File: src/rtl/mul_div_unit.sv
// mul_div_unit: iterative unsigned multiply/divide unit that writes its result
// back through a register-file write port using a valid/ready handshake.
//
// Operations (op): 00 MULLO, 01 MULHI, 10 DIVQ, 11 DIVR.
// Each operation takes WIDTH iterations, one per clock. The result is then
// held on the write-back port until the register file accepts it.
//
// Ports:
//   clk          clock; all state changes on its rising edge
//   rst          synchronous active-high reset
//   start        request a new operation (only accepted in IDLE)
//   op           operation select
//   src_a        operand A (multiplicand / dividend)
//   src_b        operand B (multiplier / divisor)
//   dest         destination register index
//   busy         high whenever the unit is not IDLE
//   wb_valid     result available on wb_dest / wb_data
//   wb_ready     write port accepts the result this cycle
//   wb_dest      write-back register index (0 when wb_valid=0)
//   wb_data      write-back data (0 when wb_valid=0)
//   div_by_zero  with wb_valid: the divide had a zero divisor
module mul_div_unit #(
    parameter int WIDTH  = 16,
    parameter int ADDR_W = 3
) (
    input  logic              clk,
    input  logic              rst,
    input  logic              start,
    input  logic [1:0]        op,
    input  logic [WIDTH-1:0]  src_a,
    input  logic [WIDTH-1:0]  src_b,
    input  logic [ADDR_W-1:0] dest,
    output logic              busy,
    output logic              wb_valid,
    input  logic              wb_ready,
    output logic [ADDR_W-1:0] wb_dest,
    output logic [WIDTH-1:0]  wb_data,
    output logic              div_by_zero
);

    localparam int         RW       = WIDTH + 1;
    localparam logic [4:0] CNT_LAST = 5'(WIDTH - 1);

    typedef enum logic [1:0] {
        IDLE = 2'd0,
        BUSY = 2'd1,
        DONE = 2'd2
    } state_t;

    state_t              state_reg, state_next;
    logic [4:0]          cnt_reg, cnt_next;
    logic [1:0]          op_reg, op_next;
    logic [WIDTH-1:0]    b_reg, b_next;
    logic [ADDR_W-1:0]   dest_reg, dest_next;
    // Multiply: {partial sum, remaining multiplier bits}. src_a is loaded into
    // the low half and src_b is the addend; the product is symmetric.
    logic [2*WIDTH-1:0]  prod_reg, prod_next;
    // Divide: remainder and quotient (quotient starts as the dividend and
    // shifts out one dividend bit per iteration while quotient bits shift in).
    logic [WIDTH:0]      rem_reg, rem_next;
    logic [WIDTH-1:0]    quo_reg, quo_next;

    logic [WIDTH:0]      mul_sum;
    logic [WIDTH+1:0]    div_shift;
    logic                div_ge;
    logic [WIDTH-1:0]    result;

    // One shift-add step: add the multiplicand to the upper half when the
    // current multiplier bit is set, then shift the whole product right.
    assign mul_sum = {1'b0, prod_reg[2*WIDTH-1:WIDTH]}
                   + (prod_reg[0] ? {1'b0, b_reg} : {RW{1'b0}});

    // One restoring step: shift the next dividend bit into the remainder and
    // subtract the divisor if it fits. A zero divisor always "fits", which
    // yields an all-ones quotient and leaves the dividend as the remainder.
    assign div_shift = {rem_reg, quo_reg[WIDTH-1]};
    assign div_ge    = div_shift >= {2'b00, b_reg};

    always_ff @(posedge clk) begin
        if (rst) begin
            state_reg <= IDLE;
            cnt_reg   <= '0;
            op_reg    <= '0;
            b_reg     <= '0;
            dest_reg  <= '0;
            prod_reg  <= '0;
            rem_reg   <= '0;
            quo_reg   <= '0;
        end else begin
            state_reg <= state_next;
            cnt_reg   <= cnt_next;
            op_reg    <= op_next;
            b_reg     <= b_next;
            dest_reg  <= dest_next;
            prod_reg  <= prod_next;
            rem_reg   <= rem_next;
            quo_reg   <= quo_next;
        end
    end

    always_comb begin
        state_next = state_reg;
        cnt_next   = cnt_reg;
        op_next    = op_reg;
        b_next     = b_reg;
        dest_next  = dest_reg;
        prod_next  = prod_reg;
        rem_next   = rem_reg;
        quo_next   = quo_reg;

        case (state_reg)
            IDLE: begin
                if (start) begin
                    state_next = BUSY;
                    cnt_next   = '0;
                    op_next    = op;
                    b_next     = src_b;
                    dest_next  = dest;
                    prod_next  = {{WIDTH{1'b0}}, src_a};
                    rem_next   = '0;
                    quo_next   = src_a;
                end
            end
            BUSY: begin
                cnt_next = cnt_reg + 5'd1;
                if (!op_reg[1]) begin
                    prod_next = {mul_sum, prod_reg[WIDTH-1:1]};
                end else begin
                    rem_next = div_ge ? RW'(div_shift - {2'b00, b_reg})
                                      : div_shift[WIDTH:0];
                    quo_next = {quo_reg[WIDTH-2:0], div_ge};
                end
                if (cnt_reg == CNT_LAST) begin
                    state_next = DONE;
                    cnt_next   = '0;
                end
            end
            DONE: begin
                // start is deliberately ignored here, even on the
                // handshake cycle; a new operation needs a cycle in IDLE.
                if (wb_ready) begin
                    state_next = IDLE;
                end
            end
            default: begin
                state_next = IDLE;
            end
        endcase
    end

    always_comb begin
        case (op_reg)
            2'b00:   result = prod_reg[WIDTH-1:0];
            2'b01:   result = prod_reg[2*WIDTH-1:WIDTH];
            2'b10:   result = quo_reg;
            default: result = rem_reg[WIDTH-1:0];
        endcase
    end

    assign busy        = (state_reg != IDLE);
    assign wb_valid    = (state_reg == DONE);
    assign wb_dest     = wb_valid ? dest_reg : '0;
    assign div_by_zero = wb_valid && op_reg[1] && (b_reg == '0);

    // Write data is forced to zero whenever no result is being offered.
    generate
        for (genvar gi = 0; gi < WIDTH; gi++) begin : g_wb_data
            assign wb_data[gi] = wb_valid & result[gi];
        end
    endgenerate

endmodule

File: config.mk
export PLATFORM = sky130hd
export DESIGN_NAME = mul_div_unit
export DESIGN_NICKNAME = d
export VERILOG_FILES = /design/src/rtl/mul_div_unit.sv
export SDC_FILE = /design/constraint.sdc
export NUM_CORES = 1
export LEC_CHECK = 0
export BUFFER_PORTS_ARGS = -buffer_cell sky130_fd_sc_hd__buf_2
export CAP_MARGIN = 20
export CORE_AREA = 3 3 109 111
export DETAILED_ROUTE_END_ITERATION = 8
export DIE_AREA = 0 0 112 114
export HOLD_SLACK_MARGIN = 0.03
export PLACE_DENSITY_LB_ADDON = 0.05
export SLEW_MARGIN = 5
export SYNTH_ARGS = -nofsm -noshare
export SYNTH_HDL_FRONTEND = slang
export SYNTH_SLANG_ARGS = --single-unit
File: constraint.sdc
create_clock -name clk -period 2.67 [get_ports clk]
set_clock_uncertainty 0.1 [all_clocks]
set_input_delay 0 -clock clk [delete_from_list [all_inputs] [get_ports clk]]
set_output_delay 0 -clock clk [all_outputs]
set_load 0.02 [all_outputs]
==> qor.yml, run 1 <==
run_status:
  status: "finished clean"
place:
  gp_congestion: 0.926
  preCtsSetupSlack_ns: 0.0267
  placedCellCount: 906
  hpwl_mm: 13.1
  port_buffers: 62
detailed_routing:
  via_per_inst: 5.87
  dr_total_vias: 5663
  drc: 0
  drtIter0Drc: 447
  first_pass_iters: 5
  finalWirelength_mm: 17.8
  routedWlPerCell_um: 18.4
  ant_nets: 0
synth:
  synth.area.top_cells: "dfxtp_1 32%, ha_1 7.0%, mux4_2 6.1%"
  synthArstFlopShare: 0
  ys_types: 62
  netlist.area_leader.share: 0.317
  ys_top_cells_by_count: "93 x dfxtp_1, 88 x nand2_1, 69 x a21oi_1, 69 x nor2_1, 49 x and2_1"
  synth_edf_count: 0
  synthCells: 716
  ys.flop_type: "dfxtp_1"
  yosys.area.top_type: "dfxtp_1"
  yosysSeqAreaShare: 0.317
  netlist_area_mm2: 0.00587
  synth_area_per_cell_um2: 8.20
  synth_seq_cells: 93
  yosysMostFrequentCell: "dfxtp_1"
  synth_nets: 792
  yosys_warnings: 0
floorplan:
  initial_core_util: 0.539
  die_w_um: 112
  fp-row-count: 38
  fp.dieArea_mm2: 0.0128
  die_h_um: 114
  core_area_mm2: 0.0109
  io-pin-count: 63
pwr:
  pwr_density_cell_mw_per_mm2: 477
  ir_drop_uv: 341
  power.leakage_uw: 0.00302
grt:
  grt_pass1_wl_mm: 28.7
  gr-total-overflow: 0
  grt_usage: 0.284
  grt_max_degree: 40
  antenna_found_initial: 0
  grt_pass1_vias: 5495
layout:
  final_core_util: 0.654
  multiInputGateArea_mm2: 0.00381
  largest_register_ffs: 32
  area_growth_syn_to_layout_pct: 21.3
  finalNonFillerCells: 965
  seq_area_mm2: 0.00186
  final_nets: 895
  drive_gt1_frac: 0.192
  fillers: 984
worst_setup_path:
  end_kind: "flip-flop"
  reg2reg_depth: 11
  crit_start: "b_reg[0]$_SDFFE_PP0P_"
  regToRegEndpoint: "rem_reg[13]$_SDFFE_PP0P_"
  cp.required_ns: 2.82
  rr_startpoint: "b_reg[0]$_SDFFE_PP0P_"
  regToRegSetupSlack_ns: 0.1
  cpMaxStageDelayCell: "fa_1"
  path_class: "flip-flop to flip-flop"
  startpoint_type: "flip-flop"
  path_cells: "ha_1 -> inv_1 -> fa_1 -> a21oi_2 -> o22ai_2 -> o31ai_4 -> a21oi_4 -> nor2_8 -> buf_4 -> mux2i_1 -> o21ai_1"
  endpoint: "rem_reg[13]$_SDFFE_PP0P_"
  arrival_ns: 2.73
  path_max_fanout: 6
  max_stage_delay_ns: 0.42
sta:
  tightest_slew_ns: 0.862
  whs_ns: 0.0865
  worst_slack_ns: 0.0961
  fin_crit_sh: 0.964
  drv_slew: 0
  post-route-min-period_ns: 2.57
  finalHoldViolCount: 0
  clock.fmax_mhz: 389
  finalSetupViolations: 0
  slew_headroom: 0.424
clock_network:
  clk_path_buf_depth: 2
  cts.sinks: 93
  cts_made_buffers: 9
  path_clk_slew_ns: 0.10
  clk_latency_ns: 0.39
  h-tree-depth: 3
  cts_tree: "yes"
  clockRootBuffer: "clkbuf_8"
hold_path:
  hold_class: "input pin to flip-flop"
run:
  drv_cap: 0
[repair_timing]
| action | CTS | global route |
|---|---|---|
| hold endpoints to repair | 51 | 0 |
| resized for setup | 0 | 18 |
| hold buffers | 38 | 0 |
| setup endpoints to repair | 0 | 21 |
| setup buffers | 0 | 4 |
[routing by layer]
layer	routed length, µm	track usage	part of all wire
met1	7840	0.369	0.44
met4	486	0.109	0.027
met5	0	0	0
met2	8530	0.482	0.48
met3	944	0.0377	0.053
[cell families after synthesis]
group,share of synthesized area
fa+ha+maj,0.0772
compound gates,0.229
simple gates,0.215
xor+xnor,0.0343
buf+inv,0.0471
flops,0.317
mux,0.0802
[critical path, delay by kind of cell (launching register included)]
kind                     cells  cell delay, ns
AO/OA/AOI/OAI                5            0.77
adder cells (fa/ha/maj)      2            0.61
flip-flops                   1            0.39
buffers and inverters        2            0.22
multiplexers                 1            0.19
AND/OR/NAND/NOR              1            0.16
[how the worst min path moves through the flow]
stage,startpoint,endpoint,slack (ns),cells after the start
after detailed placement,src_b[6],b_reg[6]$_SDFFE_PP0P_,0.14,3
after floorplan,dest[0],dest_reg[0]$_SDFFE_PP0P_,0.04,2
after CTS,rst,prod_reg[16]$_SDFFE_PP0P_,0.06,2
final,rst,cnt_reg[2]$_SDFFE_PP0P_,0.09,2
after global routing,rst,cnt_reg[0]$_SDFFE_PP0P_,0.09,2
after global placement,src_b[6],b_reg[6]$_SDFFE_PP0P_,0.14,3
[metrics by stage]
step / area (µm²) / power (µW) / TNS, ns
2_1_floorplan: 5870 / 2110 / 0
3_3_place_gp: 6400 / 2310 / 0
3_5_place_dp: 6400 / 2330 / 0
4_1_cts: 6990 / 3370 / 0
5_1_grt: 7110 / 3550 / -0.0224
6_report: 7120 / 3390 / 0
[area by class of cell]
type                       instances  area share
clock inverter                     6      0.0100
antenna                            1    0.000352
clock buffer                      10      0.0193
timing repair buffer             132       0.133
sequential                        93       0.262
inverter                          28      0.0148
multi-input combinational        555       0.536
tap                              140      0.0246
[where the power goes]
part / internal [µW] / switching [µW]
Sequential: 1460 / 76.6
Combinational: 388 / 454
Clock: 465 / 544
Total: 2320 / 1070
[layout by cell type, fill, tap and decap left out, types with 4 or more instances in the layout]
master         synthesis  final
a211oi_1              36     36
a21o_1                 5      5
a21oi_1               69     65
a21oi_2                1      5
a22o_1                 7      7
a31oi_1                5      5
a32oi_1                4      4
and2_1                49     49
buf_2                  5     62
buf_4                  1     30
clkbuf_8               0     10
dfxtp_1               93     91
dlygate4sd3_1          0     38
ha_1                  33     31
inv_1                 28     28
mux2i_1               11     11
mux4_2                16     16
nand2_1               88     87
nand2b_1               7      7
nand3_1                9      9
nor2_1                69     69
nor3_1                21     20
o21a_1                 6      6
o21ai_0               20     19
o21ai_1               17     16
xnor2_1                9      9
xor2_1                14     14
Note: power is estimated with default switching activity, not from simulation.
==> inputs of run 2 (changes only) <==
--- a/config.mk
+++ b/config.mk
@@ -7,12 +7,13 @@
 export LEC_CHECK = 0
 export BUFFER_PORTS_ARGS = -buffer_cell sky130_fd_sc_hd__buf_2
 export CAP_MARGIN = 20
-export CORE_AREA = 3 3 109 111
+export CORE_AREA = 3 3 103 105
 export DETAILED_ROUTE_END_ITERATION = 8
-export DIE_AREA = 0 0 112 114
+export DIE_AREA = 0 0 106 108
 export HOLD_SLACK_MARGIN = 0.03
 export PLACE_DENSITY_LB_ADDON = 0.05
 export SLEW_MARGIN = 5
 export SYNTH_ARGS = -nofsm -noshare
 export SYNTH_HDL_FRONTEND = slang
 export SYNTH_SLANG_ARGS = --single-unit
+export TNS_END_PERCENT = 20
==> constraint.sdc (replaced) <==
create_clock -name clk -period 2.5 [get_ports clk]
set_clock_uncertainty 0.1 [all_clocks]
set_input_delay 0 -clock clk [delete_from_list [all_inputs] [get_ports clk]]
set_output_delay 0 -clock clk [all_outputs]
set_load 0.02 [all_outputs]
==> qor.yml, run 2 (synthesis results as in run 1) <==
clock_network:
  clk_latency_ns: 0.40
  clk_path_buf_depth: 2
  cts_made_buffers: 9
  cts_tree: "yes"
  clockRootBuffer: "clkbuf_8"
  h-tree-depth: 3
  cts.sinks: 93
  path_clk_slew_ns: 0.10
floorplan:
  fp-row-count: 36
  io-pin-count: 63
  core_area_mm2: 0.00973
  die_h_um: 108
  fp.dieArea_mm2: 0.0114
  initial_core_util: 0.603
  die_w_um: 106
detailed_routing:
  drc: 0
  first_pass_iters: 5
  drtIter0Drc: 431
  dr_total_vias: 5848
  ant_nets: 0
  via_per_inst: 5.99
  finalWirelength_mm: 18.5
  routedWlPerCell_um: 18.9
worst_setup_path:
  path_class: "flip-flop to flip-flop"
  max_stage_delay_ns: 0.42
  path_max_fanout: 7
  crit_start: "prod_reg[0]$_SDFFE_PP0P_"
  rr_startpoint: "prod_reg[0]$_SDFFE_PP0P_"
  path_cells: "buf_6 -> nand2_4 -> inv_4 -> ha_4 -> a211oi_4 -> nor3_2 -> o311a_1 -> buf_4 -> o21a_1 -> nor2_2 -> xnor2_1 -> a22o_1"
  end_kind: "flip-flop"
  cp.required_ns: 2.68
  startpoint_type: "flip-flop"
  cpMaxStageDelayCell: "o311a_1"
  arrival_ns: 2.70
layout:
  mostFrequentLayoutCells: "86 x nand2_1, 82 x dfxtp_1, 67 x nor2_1"
  drive_gt1_frac: 0.252
  diodes: 0
  mostFrequentLayoutCell: "nand2_1"
  final_core_util: 0.767
  final_nets: 916
  largest_register_ffs: 32
  area_growth_syn_to_layout_pct: 27.1
  stdcell_area_mm2: 0.00746
pwr:
  power_frac_seq: 0.459
  power.leakage_uw: 0.00314
  pwr_density_cell_mw_per_mm2: 480
  ir_drop_uv: 576
  switchingPower_uw: 1190
  cellInternalPower_uw: 2390
  power.share.clock: 0.277
  swShare: 0.332
  combinationalPowerShare: 0.264
run_status:
  violations: "negative setup slack"
  status: "finished with violations"
sta:
  post-route-min-period_ns: 2.52
  tightest_slew_ns: 0.782
  finalHoldViolCount: 0
  drv_slew: 0
  fin_crit_sh: 1.01
  finalSetupViolations: 3
  worst_slack_ns: -0.0181
  clock.fmax_mhz: 397
  grt_setup_unrepaired: "true"
  slew_headroom: 0.477
hold_path:
  hold_class: "input pin to flip-flop"
  worstHoldStart: "start"
grt:
  grt_pass1_wl_mm: 29.0
  grt_usage: 0.323
  grt_pass1_vias: 5753
  antenna_found_initial: 0
  gr-total-overflow: 0
  grt_max_degree: 38
place:
  gp_congestion: 0.900
  placed_area_mm2: 0.00655
  port_buffers: 62
  hpwl_mm: 12.9
run:
  drv_cap: 0
## run 2: timing repair
item,CTS,global route
pin swaps,8,22
endpoints found under the hold margin,54,0
gates cloned,0,0
setup endpoints to repair,13,22
resized for setup,20,47
hold buffers,39,0
setup buffers,3,4
## run 2: cell type report
cell class / instances / area (µm²)
Tap cell: 133 / 166
Sequential cell: 93 / 1880
Fill cell: 733 / 2270
Clock inverter: 6 / 53.8
Multi-Input combinational cell: 555 / 4010
Clock buffer: 9 / 124
Timing Repair Buffer: 153 / 1120
Inverter: 28 / 108
## run 2: metrics by stage
step                      std cells  hold slack, ns  setup TNS [ns]  setup WS [ns]  power, µW
after global routing            977           0.229          -0.589         -0.134       3730
after floorplan                 716          0.0360               0        0.00207       2260
final                           977           0.195         -0.0290        -0.0181       3580
after detailed placement        915           0.147         -0.0304        -0.0304       2510
after global placement          915           0.141               0         0.0497       2490
after CTS                       972           0.170         -0.0350        -0.0244       3530
## run 2: power groups by stage
stage,Combinational (µW),Clock [µW],Sequential (µW)
floorplan,613,0,1640
global placement,824,0,1670
detailed placement,840,0,1670
CTS,901,996,1640
global route,1030,1050,1650
finish,945,992,1640
## run 2: final timing paths
check,endpoint,slack [ns],depth (start not counted)
worst max-delay path,prod_reg[26]$_SDFFE_PP0P_,-0.02,12
worst min-delay path,prod_reg[19]$_SDFFE_PP0P_,0.19,5
worst max register to register,prod_reg[26]$_SDFFE_PP0P_,-0.02,12
worst min register to register,dest_reg[1]$_SDFFE_PP0P_,0.37,2
## run 2: routing by layer
metal / vias up / global-route usage / wire length, µm
li1: 2811 / - / -
met1: 2789 / 0.409 / 7720
met2: 214 / 0.559 / 9150
met3: 34 / 0.0591 / 1120
met4: 0 / 0.107 / 479
met5: - / 0 / 0
## run 2: critical path, delay by kind of cell (launching register included)
kind / cells / cell delay (ns)
xor+xnor: 1 / 0.08
flops: 1 / 0.38
simple gates: 3 / 0.29
buf+inv: 3 / 0.32
compound gates: 4 / 1.00
fa+ha+maj: 1 / 0.24
